File: config.mk
export PLATFORM = sky130hd
export DESIGN_NAME = mux_reg_8x8
export DESIGN_NICKNAME = d
export VERILOG_FILES = /design/src/rtl/mux_reg_8x8.sv
export SDC_FILE = /design/constraint.sdc
export NUM_CORES = 1
export LEC_CHECK = 0
export CAP_MARGIN = 20
export CORE_ASPECT_RATIO = 1.5
export CORE_UTILIZATION = 45
export CTS_BUF_LIST = sky130_fd_sc_hd__clkbuf_8
export CTS_CLUSTER_DIAMETER = 100
export DETAILED_ROUTE_END_ITERATION = 16
export PLACE_DENSITY = 0.72
export SYNTH_ARGS = -nofsm -noshare
export SYNTH_HDL_FRONTEND = slang
export SYNTH_SLANG_ARGS = --single-unit
File: constraint.sdc
create_clock -name clk -period 2.1 [get_ports clk]
set_input_delay 0.21 -clock clk [delete_from_list [all_inputs] [get_ports clk]]
set_output_delay 0.21 -clock clk [all_outputs]
set_load 0.005 [all_outputs]
File: src/rtl/mux_reg_8x8.sv
// Page register bank: DEPTH x WIDTH registers with enable-per-register writes,
// AND-OR read mux and a serial scan chain. Define MUX_REG_8X8_OUTREG_EN to register out_data.
module mux_reg_8x8_cell #(
  parameter int WIDTH = 8
) (
  input  logic             clk,
  input  logic             reset,
  input  logic             tc,
  input  logic             scan_in,
  input  logic             ld,
  input  logic [WIDTH-1:0] d,
  output logic [WIDTH-1:0] q
);
  // Scan takes priority so functional writes cannot corrupt a shift in progress.
  always_ff @(posedge clk or posedge reset) begin
    if (reset)   q <= '0;
    else if (tc) q <= {q[WIDTH-2:0], scan_in};
    else if (ld) q <= d;
  end
endmodule

module mux_reg_8x8 #(
  parameter int WIDTH = 8,
  parameter int DEPTH = 8
) (
  input  logic             clk,
  input  logic             reset,
  input  logic [WIDTH-1:0] in_data,
  input  logic [DEPTH-1:0] en_in,
  output logic [WIDTH-1:0] out_data,
  input  logic [DEPTH-1:0] en_out,
  input  logic             tc,
  input  logic             td,
  output logic             tq
);
  logic [DEPTH-1:0][WIDTH-1:0] regs;
  logic [DEPTH-1:0]            scan_in;
  logic [WIDTH-1:0]            mux;

  for (genvar i = 0; i < DEPTH; i++) begin : g_reg
    if (i == 0) begin : g_head
      assign scan_in[i] = td;
    end else begin : g_link
      assign scan_in[i] = regs[i-1][WIDTH-1];
    end
    mux_reg_8x8_cell #(.WIDTH(WIDTH)) u_cell (
      .clk     (clk),
      .reset   (reset),
      .tc      (tc),
      .scan_in (scan_in[i]),
      .ld      (en_in[i]),
      .d       (in_data),
      .q       (regs[i])
    );
  end

  // No priority among selects: overlapping selects OR together.
  always_comb begin
    mux = '0;
    for (int i = 0; i < DEPTH; i++)
      mux = mux | (regs[i] & {WIDTH{en_out[i]}});
  end

`ifdef MUX_REG_8X8_OUTREG_EN
  logic [WIDTH-1:0] out_q;
  always_ff @(posedge clk or posedge reset) begin
    if (reset) out_q <= '0;
    else       out_q <= mux;
  end
  assign out_data = out_q;
`else
  assign out_data = mux;
`endif

  assign tq = regs[DEPTH-1][WIDTH-1];
endmodule

# == Word level (Yosys, flattened, before mapping) ==
# Index checks and enable logic that the tools add are counted.
# word_totals
regBits,64
latch_bits,0
ramBits,0
romBits,0
inputBits,28
out_inout_bits,9
word_cells,47
memories,0
# op_classes
addsub,0
mul,0
div,0
magnitude_cmp,0
n_eq_ne,0
shift,0
mux,16
bitwise,15
reduce_logical,8
# ops
op,count
2-to-1 mux 8 bit,16
bitwise AND 8 bit,8
OR 8 bit,7
nonzero test 2 bit,8

# == Longest topological paths before layout ==
# Gate-level depths: netlist of the first run.
# depth
word_depth,8
ltp_mapped,4
ltp_nobuf,2

# == By module ==
# From an unflattened synthesis of the first run, not the netlist that was laid out.
# unflattened
cells_unflattened,328
area_unflattened_um2,3333.2
# modules_own_cells
module,instances,cells_per_inst,area_per_inst_um2,seq_area_each_um2
mux_reg_8x8_cell,8,35,376.6,200.2
mux_reg_8x8,1,48,320.3,0.0

# == Least setup slack after synthesis of the first run ==
# Ideal clock, no wire load.
# synth_timing
path_kind,input -> output
startpoint,in en_out[4]
endpoint,out out_data[0]
arrival_ps,666
slack_ps,1224
cell_stages,3
path_buffers,1
path_cell_list,clkbuf_1 -> a22oi_1 -> nand4_1
# synth_between
elab_chain_len,5
# synth_lines
item,line_no,rtl
from (decl),31,"input logic [DEPTH-1:0] en_out,"
bitwise AND 8 bit,61,mux = mux | (regs[i] & {WIDTH{en_out[i]}});
OR 8 bit (4 in series),61,
to (decl),30,"output logic [WIDTH-1:0] out_data,"
# No other way between the ends.

# == Final worst setup path of the first run ==
# layout_timing
startpoint,in en_out[6]
endpoint,out out_data[1]
# layout_between
elab_chain_len,3
# layout_lines
item,line_no
bitwise AND 8 bit,61
OR 8 bit (2 in series),61
# No other way between the ends.

==> results of run 1 <==
how the worst max path moves through the flow:
stage | from | depth (start not counted) | end
4_1_cts | en_out[6] | 4 | out_data[1]
3_5_place_dp | en_out[6] | 4 | out_data[1]
5_1_grt | en_out[6] | 4 | out_data[0]
6_report | en_out[6] | 4 | out_data[1]
2_1_floorplan | reset | 1 | g_reg[0].u_cell.q[0]
3_3_place_gp | en_out[6] | 4 | out_data[1]
worst max-delay path: cells and delay by family:
kind | cells | cell delay, ns
compound gates | 1 | 0.35
buf+inv | 2 | 1.03
simple gates | 1 | 0.21
layout by cell type (no fill, tap or decap):
master	synthesis	layout
buf_12	0	2
inv_1	1	1
dfrtp_1	64	64
nand2_1	64	64
mux2i_1	64	64
inv_2	0	1
a22oi_1	32	32
buf_4	11	2
o21ai_0	27	27
bufinv_16	0	1
nand4_1	8	8
o21ai_1	37	37
clkdlybuf4s50_1	0	35
clkinv_2	0	3
clkbuf_8	0	10
area by class of cell:
type	instances	area, um^2
clock buffers	10	138
clock inverters	5	48.8
fillers	634	3180
inverters	1	3.75
multi-input cells	232	1490
flip-flops and latches	64	1600
well taps	97	121
repair buffers	39	405
power groups by stage:
stage                     registers (mW)  logic [mW]  clock network [mW]
final                               1.55       0.582                1.01
after global routing                1.56       0.644                1.10
after CTS                           1.55       0.581                1.04
after detailed placement            1.57       0.580                   0
after global placement              1.56       0.563                   0
after floorplan                     1.51       0.392                   0
cells in the mapped netlist:
cell,instances
inv_1,1
o21ai_0,27
clkbuf_2,8
clkbuf_1,4
buf_6,1
o21ai_1,37
mux2i_1,64
a22oi_1,32
nand2_1,64
dfrtp_1,64
buf_1,4
buf_4,11
buf_2,10
nand4_1,8
per-layer routing:
layer	GRT usage, %	share of wire (%)
met1	30.3	41
met2	39.1	51
met3	4.23	4.3
met4	14.7	3.5
met5	0	0
logic make-up after synthesis:
kind of cell | after synthesis | synth area share, %
compound gates | 96 | 16.9
mux | 64 | 19.3
buf+inv | 39 | 6.58
flops | 64 | 48.4
simple gates | 72 | 8.77
==> impl_metrics.csv, run 1 <==
group,metric,value,unit
setup_path,rr_startpoint,"g_reg[2].u_cell.q[7]",
setup_path,timing.rr.end,"g_reg[2].u_cell.q[7]",
global_route,track_usage,24.4,%
sta,period_needed,2.01,ns
floorplan,die_width,72.0,um
yosys,syn_avg_cell_area,9.88,um^2
final_layout,num_antenna_cells,0,
power,power_switching_share,28.8,%
power,netSwitchingPower,0.904,mW
placed_design,place_worst_setup_slack,0.157,ns
power,p_leak,1.72,nW
power,powerDensity,824,nW/um^2
yosys,syn_nets,363,
clock_network,clockRootBuffer,"clkbuf_8",
placed_design,gp_congestion,0.961,
final_layout,top_register,"g.u_cell.q",
clock_network,cts_buffer_depth,2,
clock_network,cts_tree,"built",
setup_path,cpMostUsedCell,"clkdlybuf4s50_1",
final_layout,nets,375,
sta,max_freq,497,MHz
setup_path,crit_type,"input pin to primary output",
sta,finalSetupViolCount,0,
yosys,yosysSeqAreaShare,48.4,%
min_path,min_from,"tc",
yosys,synth_area_leaders,"dfrtp_1 (48%), mux2i_1 (19%), a22oi_1 (7.3%)",
global_route,grt_max_degree,71,
drt,drt_iter0_drc,214,
clock_network,htree_levels,3,
clock_network,post_cts_resized,0,
sta,fin_skew,0.00857,ns
setup_path,required,1.89,ns
clock_network,post-cts-setup-buffer-count,0,
setup_path,cpPeakStageDelay,0.54,ns
floorplan,dieArea,7710,um^2
power,peakVddDrop,0.000322,V
final_layout,area_delta_synth_final,15.1,%
placed_design,postPlaceCellArea,3620,um^2
min_path,hold_depth,3,
final_layout,largest_reg_flops,64,
yosys,syn_inst,335,
power,power_frac_comb,18.5,%
power,fin_total_pwr,3.14,mW
final_layout,drive_above_1_share,5.41,%
power,seqPwrFrac,49.3,%
floorplan,ioPinCount,37,
sta,max_slew_margin,64.1,%
sta,final.period_utilization,95.9,%
sta,worst_slack,0.0867,ns
drt,wl_per_cell,18.9,um
yosys,synth_top_cell_by_area,"dfrtp_1",
final_layout,final_cell_count_no_fill,448,
min_path,hp-class,"input pin to flop",
setup_path,cp_max_fo,8,
setup_path,arrival,1.80,ns
clock_network,clock_latency,0.34,ns
clock_network,path_clk_slew,0.07,ns
sta,timing.hold.ws,0.229,ns
setup_path,path_cells,"clkdlybuf4s50_1, a22oi_1, nand4_1, clkdlybuf4s50_1",
sta,fin_setup_tns,0,ns
global_route,grt_pass1_wl,13700,um
setup_path,endpoint_kind,"primary output",
placed_design,port_buffers,36,
floorplan,fp.dieH,107,um
run_status,status,"finished, final reports clean",
flow_run,cap_violations,0,
clock_network,cts_buffers,9,
power,p_int,2.24,mW
final_layout,post-route-util,54.5,%
yosys,yosys_warnings,0,
sta,finalHoldViolCount,0,
setup_path,regToRegSetupSlack,1.30,ns
sta,rsz0062_at_grt,"false",
yosys,synth_top_area_share,48.4,%
drt,wl,8480,um
drt,via_count,2572,
global_route,antenna_found_initial,0,
clock_network,cts.hold.buffers_added,0,
global_route,grt_pass1_vias,2531,
final_layout,reg_top3,"g.u_cell.q x64",
floorplan,start_util,47.4,%
yosys,syn_area,3310,um^2
drt,viasPerCell,5.74,
sta,worst_slew_pin_slew,0.537,ns
min_path,holdPathEnd,"g_reg[1].u_cell.q[1]",
power,clock_power_share,32.2,%
drt,drcViolationCount,0,
floorplan,core,6990,um^2
clock_network,cts.sinks,64,
drt,ant_nets,0,
setup_path,worst-r2r-cell-count,2,
sta,slew_violations,0,
placed_design,dpl.cell_count,433,
setup_path,worst_setup_path_start_kind,"input pin",
yosys,synthDistinctLibCells,14,
final_layout,fin_area,3810,um^2
global_route,grt-ovfl-total,0,
drt,firstDrtPassIters,5,
placed_design,dp_hpwl,5860,um
setup_path,worst_path_max_delay_cell,"clkdlybuf4s50_1",
floorplan,num_rows,37,
yosys,synth_seq_cells,64,
(Power assumes the default switching activity.)
==> run 2, diff against run 1 <==
Settings changed: PLACE_DENSITY 0.72 to not set, PLACE_DENSITY_LB_ADDON set to 0.1.
==> run 2 against run 1 <==
Compared with the run above: clock skew increased by 0.0016 ns; worst hold slack improved by 0.029 ns; design area decreased by 0.36%; die area unchanged; clock power decreased by 9%; worst setup slack improved by 0.034 ns; critical endpoint is now out_data[4]; largest cell class unchanged.
==> impl_metrics.csv, run 2 (synthesized netlist as in run 1, its figures left out) <==
group,metric,value,unit
power,peakVddDrop,0.000421,V
setup_path,endpoint_kind,"primary output",
setup_path,cpMostUsedCell,"clkdlybuf4s50_1",
final_layout,fin_area,3800,um^2
clock_network,cts_buffer_depth,2,
setup_path,cp_max_fo,8,
clock_network,cts_buffers,9,
final_layout,nets,376,
clock_network,clock_latency,0.34,ns
min_path,hp-class,"input pin to asynchronous set/reset pin",
final_layout,final_cell_count_no_fill,450,
final_layout,mostFrequentLayoutCells,"mux2i_1 (64), nand2_1 (64), dfrtp_1 (64), o21ai_1 (37), clkdlybuf4s50_1 (35)",
drt,viasPerCell,5.65,
placed_design,dp_hpwl,6060,um
clock_network,post-cts-setup-buffer-count,0,
setup_path,path_cells,"clkdlybuf4s50_1, a22oi_1, nand4_1, clkdlybuf4s50_1",
global_route,grt-ovfl-total,0,
floorplan,dieArea,7710,um^2
floorplan,start_util,47.4,%
setup_path,crit_end,"out_data[4]",
clock_network,clockRootBuffer,"clkbuf_8",
sta,fin_setup_tns,0,ns
setup_path,rr_startpoint,"g_reg[4].u_cell.q[6]",
final_layout,drive_above_1_share,5.67,%
setup_path,cpPeakStageDelay,0.55,ns
sta,fin_skew,0.0101,ns
setup_path,arrival,1.77,ns
placed_design,gp_congestion,0.950,
setup_path,crit_type,"input pin to primary output",
drt,drt_iter0_drc,246,
power,netSwitchingPower,0.930,mW
placed_design,postPlaceCellArea,3630,um^2
sta,worst_slew_pin_slew,0.543,ns
power,powerDensity,803,nW/um^2
setup_path,required,1.89,ns
clock_network,post_cts_resized,0,
power,clock_power_share,30.3,%
clock_network,cts.hold.buffers_added,0,
drt,firstDrtPassIters,4,
setup_path,cp-startpoint,"en_out[7]",
global_route,track_usage,25.1,%
drt,wl_per_cell,19.2,um
power,power_frac_comb,19.0,%
final_layout,post-route-util,54.3,%
setup_path,worst-r2r-cell-count,2,
clock_network,cts.sinks,64,
drt,via_count,2543,
drt,ant_nets,0,
flow_run,cap_violations,0,
run_status,status,"finished, final reports clean",
power,p_int,2.12,mW
power,p_leak,1.72,nW
sta,finalHoldViolCount,0,
floorplan,core,6990,um^2
final_layout,num_antenna_cells,0,
global_route,antenna_found_initial,0,
floorplan,num_rows,37,
floorplan,ioPinCount,37,
sta,finalSetupViolCount,0,
sta,slew_violations,0,
placed_design,dpl.cell_count,434,
sta,max_slew_margin,63.7,%
power,seqPwrFrac,50.7,%
final_layout,reg_top3,"g.u_cell.q x64",
floorplan,die_width,72.0,um
global_route,grt_max_degree,65,
final_layout,top_register,"g.u_cell.q",
final_layout,largest_reg_flops,64,
sta,rsz0062_at_grt,"false",
placed_design,port_buffers,36,
global_route,grt_pass1_vias,2539,
setup_path,timing.rr.end,"g_reg[4].u_cell.q[6]",
setup_path,worst_path_max_delay_cell,"clkdlybuf4s50_1",
sta,final.period_utilization,94.2,%
floorplan,fp.dieH,107,um
global_route,grt_pass1_wl,14100,um
drt,wl,8650,um
sta,period_needed,1.98,ns
setup_path,regToRegSetupSlack,1.31,ns
clock_network,cts_tree,"built",
drt,drcViolationCount,0,
sta,max_freq,505,MHz
power,power_switching_share,30.5,%
sta,timing.hold.ws,0.258,ns
clock_network,path_clk_slew,0.07,ns
setup_path,worst_setup_path_start_kind,"input pin",
final_layout,area_delta_synth_final,14.7,%
clock_network,htree_levels,3,
-- run 2: changes by cell type in the layout (fill, tap and decap cells not counted), sizes merged --
cell and change:
buf +1, bufinv -1, clkinv +1, inv +1
-- run 2: worst max-delay path: cells and delay by family --
family,cells,cell delay (ns)
AND/OR/NAND/NOR,1,0.18
AO/OA/AOI/OAI,1,0.36
buffers and inverters,2,1.03
-- run 2: how the worst min path moves through the flow --
stage / from / endpoint / slack, ns
floorplan: td / g_reg[0].u_cell.q[0] / 0.33
global placement: g_reg[4].u_cell.q[4] / g_reg[4].u_cell.q[5] / 0.49
detailed placement: g_reg[4].u_cell.q[4] / g_reg[4].u_cell.q[5] / 0.50
CTS: tc / g_reg[1].u_cell.q[0] / 0.26
global route: tc / g_reg[6].u_cell.q[1] / 0.28
finish: reset / g_reg[7].u_cell.q[2] / 0.26
-- run 2: power by group through the flow --
stage	Combinational (mW)	Clock, mW	Sequential [mW]
after global placement	0.568	0	1.57
after global routing	0.646	1.00	1.56
after detailed placement	0.581	0	1.57
after CTS	0.582	0.940	1.55
after floorplan	0.392	0	1.51
final	0.578	0.924	1.55
-- run 2: metal layers --
layer | GRT usage (%) | vias to the layer above | wire [um] | part of all wire (%)
li1 | - | 1210 | - | -
met1 | 33.0 | 1251 | 3710 | 43
met2 | 41.2 | 72 | 4430 | 51
met3 | 3.85 | 10 | 351 | 4.1
met4 | 10.1 | 0 | 161 | 1.9
met5 | 0 | - | 0 | 0
-- run 2: final cells by class --
cell class	instances	area [um^2]
inverter	1	3.75
tap	97	121
sequential	64	1600
multi-input combinational	232	1490
timing repair buffer	40	413
clock buffer	10	138
fill	655	3190
clock inverter	6	27.5
-- run 2: stage by stage --
step / power, mW / setup WS [ns]
finish: 3.05 / 0.121
global route: 3.21 / 0.0910
CTS: 3.07 / 0.151
detailed placement: 2.15 / 0.149
global placement: 2.13 / 0.146
floorplan: 1.90 / 0.292
==> run 3, diff against run 2 <==
Settings changed: CAP_MARGIN 20 to not set.
==> results of run 3 <==
The final DEF is identical to that of run 2; final timing and power are the same.
==> patch 1: new RTL, config.mk and constraints of run 2 <==
The option `MUX_REG_8X8_OUTREG_EN` is turned on by a define.
--- a/src/rtl/mux_reg_8x8.sv
+++ b/src/rtl/mux_reg_8x8.sv
@@ -1,4 +1,6 @@
 // Page register bank: DEPTH x WIDTH registers with enable-per-register writes,
 // AND-OR read mux and a serial scan chain. Define MUX_REG_8X8_OUTREG_EN to register out_data.
+`define MUX_REG_8X8_OUTREG_EN
+
 module mux_reg_8x8_cell #(
   parameter int WIDTH = 8
Check against the original RTL: not equivalent (a bounded check fails within 4 cycles, from zero or initial values and one cycle with reset high).
==> patch 1 against run 2 <==
Setup slack improved by 0.52 ns. Highest routed layer unchanged. Area after synthesis grew 5.8%. Design area grew 5.8%. Power rose by 8.5%. Largest cell class unchanged. Sequential power grew 11%. Sequential cell count up 8. Die area is 5.6% higher. Sequential share of layout area increased by 2.7 points. Clock skew decreased by 0.0038 ns. Count of clock-buffer cells in the layout increased by 1. Routed wire length increased by 1.2%. First-iteration DRC count fell by 8.9%. Critical path depth decreased by 3. Global-route usage is 0.71 points lower.
==> patch 1: results (changes against run 2) <==
worst vdd ir=344 uV (was 421 uV); cell area after placement=3840 sq um (was 3630 sq um); synth top area cells=dfrtp_1 (51%), mux2i_1 (18%), o21ai_1 (8.7%) (was dfrtp_1 (48%), mux2i_1 (19%), a22oi_1 (7.3%)); Cell variety after synth=12 (was 14); crit-path max cell delay=0.51 ns (was 0.55 ns); global-route wire length before repair=14200 um (was 14100 um); placed cells=448 (was 434); layout cells sized above 1=6.09% (was 5.67%); Comb pwr share=17.9% (was 19.0%); worst hold path type=primary input to flop (was primary input to asynchronous set/reset pin); leakage power=1.80 nW (was 1.72 nW); worst setup path end=tq (was out_data[4]); hpwl dp=5940 um (was 6060 um); post-synth net total=371 (was 363); Layout Cells excl Fill=463 (was 450); synthesized area per cell=10.2 sq um (was 9.88 sq um); Clock Skews=0.00634 ns (was 0.0101 ns); r2r endpoint=out_data[3] (was g_reg[4].u_cell.q[6]); reg2reg setup slack=1.08 ns (was 1.31 ns); RR Startpoint=g_reg[4].u_cell.q[3] (was g_reg[4].u_cell.q[6]); WL final=8760 um (was 8650 um); largest net degree at the start of global routing=66 (was 65); Compound-Gate Fraction of Synth Area=16.0% (was 16.9%); Final Wtd Congestion=0.787 (was 0.950); status=finished clean (unchanged); most frequent cells after synthesis=dfrtp_1 (72), mux2i_1 (64), nand2_1 (64) (was dfrtp_1 (64), mux2i_1 (64), nand2_1 (64)); worst-margin pin slew=0.562 ns (was 0.543 ns); largest fanout on the critical path=3 (was 8); clock network power share=29.9% (was 30.3%); Critical Path Source=g_reg[7].u_cell.q[7] (was en_out[7]); Seq/Total Area, Yosys=51.4% (was 48.4%); WHS=0.131 ns (was 0.258 ns)
[patch 1: changes by cell type in the layout (fill, tap and decap cells not counted), sizes merged]
| cell | before | now |
|---|---|---|
| buf | 5 | 6 |
| inv | 3 | 1 |
| clkbuf | 10 | 11 |
| dfrtp | 64 | 72 |
[patch 1: layout make-up]
cell class / count / area, sq um
inverter: 1 / 3.75
clock buffer: 11 / 151
fill: 712 / 3550
sequential: 72 / 1800
multi-input combinational: 232 / 1490
tap: 102 / 128
timing repair buffer: 41 / 420
clock inverter: 4 / 20.0
[patch 1: per-layer routing]
| metal | part of all wire (%) | GRT usage (%) | vias up | wire, um |
|---|---|---|---|---|
| li1 | - | - | 1242 | - |
| met1 | 44 | 31.4 | 1250 | 3880 |
| met2 | 50 | 40.6 | 48 | 4420 |
| met3 | 2.8 | 2.82 | 14 | 243 |
| met4 | 2.5 | 11.5 | 0 | 220 |
| met5 | 0 | 0 | - | 0 |
==> patch 2: new RTL, flow settings as in run 2 <==
Made on the original files. Add an input register stage for `in_data`, `en_in`, `en_out`, `tc` and `td`, without a reset; this delays them by one clock.
--- a/src/rtl/mux_reg_8x8.sv
+++ b/src/rtl/mux_reg_8x8.sv
@@ -34,4 +34,19 @@
   output logic             tq
 );
+
+  logic [WIDTH-1:0] in_data_q;
+  logic [DEPTH-1:0] en_q;
+  logic [DEPTH-1:0] en_out_q;
+  logic tc_q;
+  logic td_q;
+
+  always_ff @(posedge clk) begin
+    in_data_q <= in_data;
+    en_q      <= en_in;
+    en_out_q  <= en_out;
+    tc_q      <= tc;
+    td_q      <= td;
+  end
+
   logic [DEPTH-1:0][WIDTH-1:0] regs;
   logic [DEPTH-1:0]            scan_in;
@@ -40,5 +55,5 @@
   for (genvar i = 0; i < DEPTH; i++) begin : g_reg
     if (i == 0) begin : g_head
-      assign scan_in[i] = td;
+      assign scan_in[i] = td_q;
     end else begin : g_link
       assign scan_in[i] = regs[i-1][WIDTH-1];
@@ -47,8 +62,8 @@
       .clk     (clk),
       .reset   (reset),
-      .tc      (tc),
+      .tc      (tc_q),
       .scan_in (scan_in[i]),
-      .ld      (en_in[i]),
-      .d       (in_data),
+      .ld      (en_q[i]),
+      .d       (in_data_q),
       .q       (regs[i])
     );
@@ -59,5 +74,5 @@
     mux = '0;
     for (int i = 0; i < DEPTH; i++)
-      mux = mux | (regs[i] & {WIDTH{en_out[i]}});
+      mux = mux | (regs[i] & {WIDTH{en_out_q[i]}});
   end
 
Behaviour: not the same (Yosys sat finds a counterexample within 4 cycles, from zero or initial values and one cycle with reset high).
==> patch 2 against run 2 <==
Non-clock buffer count is the same. Routed wire length increased by 4.3%. Area after synthesis is 16% higher. Power increased by 31%. Largest cell class unchanged. Setup slack got worse by 0.0011 ns. Sequential cell count rose by 26. Highest routed layer unchanged. Sequential share of layout area up 6.2 points. Count of clock-buffer cells in the layout up 1. Design area increased by 16%.
==> patch 2: results (changes against run 2) <==
status=finished clean (unchanged); worst-margin pin slew=0.531 ns (was 0.543 ns); worst hold path type=primary input to asynchronous set/reset pin (unchanged); r2r worst-path depth=2 (unchanged); Clk pin slew, worst setup/hold paths=0.09 ns (was 0.07 ns); synthesized area per cell=10.6 sq um (was 9.88 sq um); hpwl dp=6120 um (was 6060 um); Seq/Total Area, Yosys=55.4% (was 48.4%); leakage power=1.96 nW (was 1.72 nW); r2r endpoint=g_reg[7].u_cell.q[7] (was g_reg[4].u_cell.q[6]); Clock Skews=0.0120 ns (was 0.0101 ns); Via density=5.66 (was 5.65); Top reg by flops=g.u_cell.q (unchanged); WL per Instance=18.6 um (was 19.2 um); setup_tns=0 ns (unchanged); final period utilization=94.3% (was 94.2%); Final Wtd Congestion=0.803 (was 0.950); Critical Path Source=en_out_q[6] (was en_out[7]); worst vdd ir=508 uV (was 421 uV); placed cells=468 (was 434); synth warn=0 (unchanged); RR Startpoint=tc_q (was g_reg[4].u_cell.q[6]); clk_lat worst skew=0.37 ns (was 0.34 ns); Root Buffer=clkbuf_8 (unchanged); most frequent cells after synthesis=dfrtp_1 (64), mux2i_1 (64), nand2_1 (64) (unchanged); critical path data arrival time=1.77 ns (about the same); Place WS=0.495 ns (was 0.149 ns); Cell variety after synth=15 (was 14); initial DRC count=194 (was 246); WL final=9030 um (was 8650 um); Port Buffer Count=36 (unchanged); global-route wire length before repair=15000 um (was 14100 um); synth top area cells=dfrtp_1 (42%), mux2i_1 (17%), dfxtp_1 (14%) (was dfrtp_1 (48%), mux2i_1 (19%), a22oi_1 (7.3%)); GRT Util Overall=22.7% (was 25.1%); antenna violations before repair=0 (unchanged); ys async rst share=71.1% (was 100%); Antenna diodes=0 (unchanged); nets=402 (was 376); layout cells sized above 1=5.54% (was 5.67%); reg2reg setup slack=0.88 ns (was 1.31 ns); dominant synthesized flop cell=dfrtp_1 (unchanged); max FFs per register=64 (unchanged); largest net degree at the start of global routing=65 (unchanged); post-synth net total=389 (was 363); worst setup path end=out_data[2] (was out_data[4]); Pre-Repair DR Iteration Count=5 (was 4); vias in the first global route=2725 (was 2539)
-- patch 2: where the power goes --
| part | switching, W | internal [W] |
|---|---|---|
| Combinational | 0.000222 | 0.000283 |
| Sequential | 0.000235 | 0.00191 |
| Clock | 0.000617 | 0.000732 |
| Total | 0.00107 | 0.00293 |
-- patch 2: per-stage QoR --
step | instance area, sq um | hold slack, ns
global route | 4400 | 0.260
CTS | 4400 | 0.234
floorplan | 3830 | 0.238
finish | 4400 | 0.221
global placement | 4170 | 0.439
detailed placement | 4170 | 0.440
-- patch 2: cells by family (layout without fill, tap and decap cells) --
kind of cell	count (synthesis)	after routing	share of synthesized area, %
AOI/OAI and AO/OA	96	96	14.6
buffers and inverters	39	57	5.62
DFF	90	90	55.4
muxes	64	64	16.7
and+or+nand+nor	72	72	7.58
-- patch 2: layout make-up --
class                      count  area, sq um
inverter                       1         3.75
clock buffer                  11          151
sequential                    90         2130
timing repair buffer          40          415
clock inverter                 5         77.6
multi-input combinational    232         1490
fill                         791         3710
tap                          105          131
-- patch 2: routing by layer --
metal	track usage, %	share of wire [%]	vias up
met5	0	0	-
met4	10.7	1.3	0
met3	2.78	3.6	8
met2	36.9	51	70
met1	30.3	44	1361
li1	-	-	1300
-- patch 2: worst min-delay path by stage --
| stage | startpoint | to | cells after the start |
|---|---|---|---|
| floorplan | en_out[0] | en_out_q[0] | 0 |
| global placement | td_q | g_reg[0].u_cell.q[0] | 2 |
| detailed placement | td_q | g_reg[0].u_cell.q[0] | 2 |
| CTS | reset | g_reg[7].u_cell.q[3] | 3 |
| global route | reset | g_reg[7].u_cell.q[4] | 3 |
| finish | reset | g_reg[6].u_cell.q[6] | 3 |
-- patch 2: critical path: stages, from the launching register on --
cell	delay [ns]
dfxtp_1	0.42
a22oi_1	0.36
nand4_1	0.15
clkdlybuf4s50_1	0.47
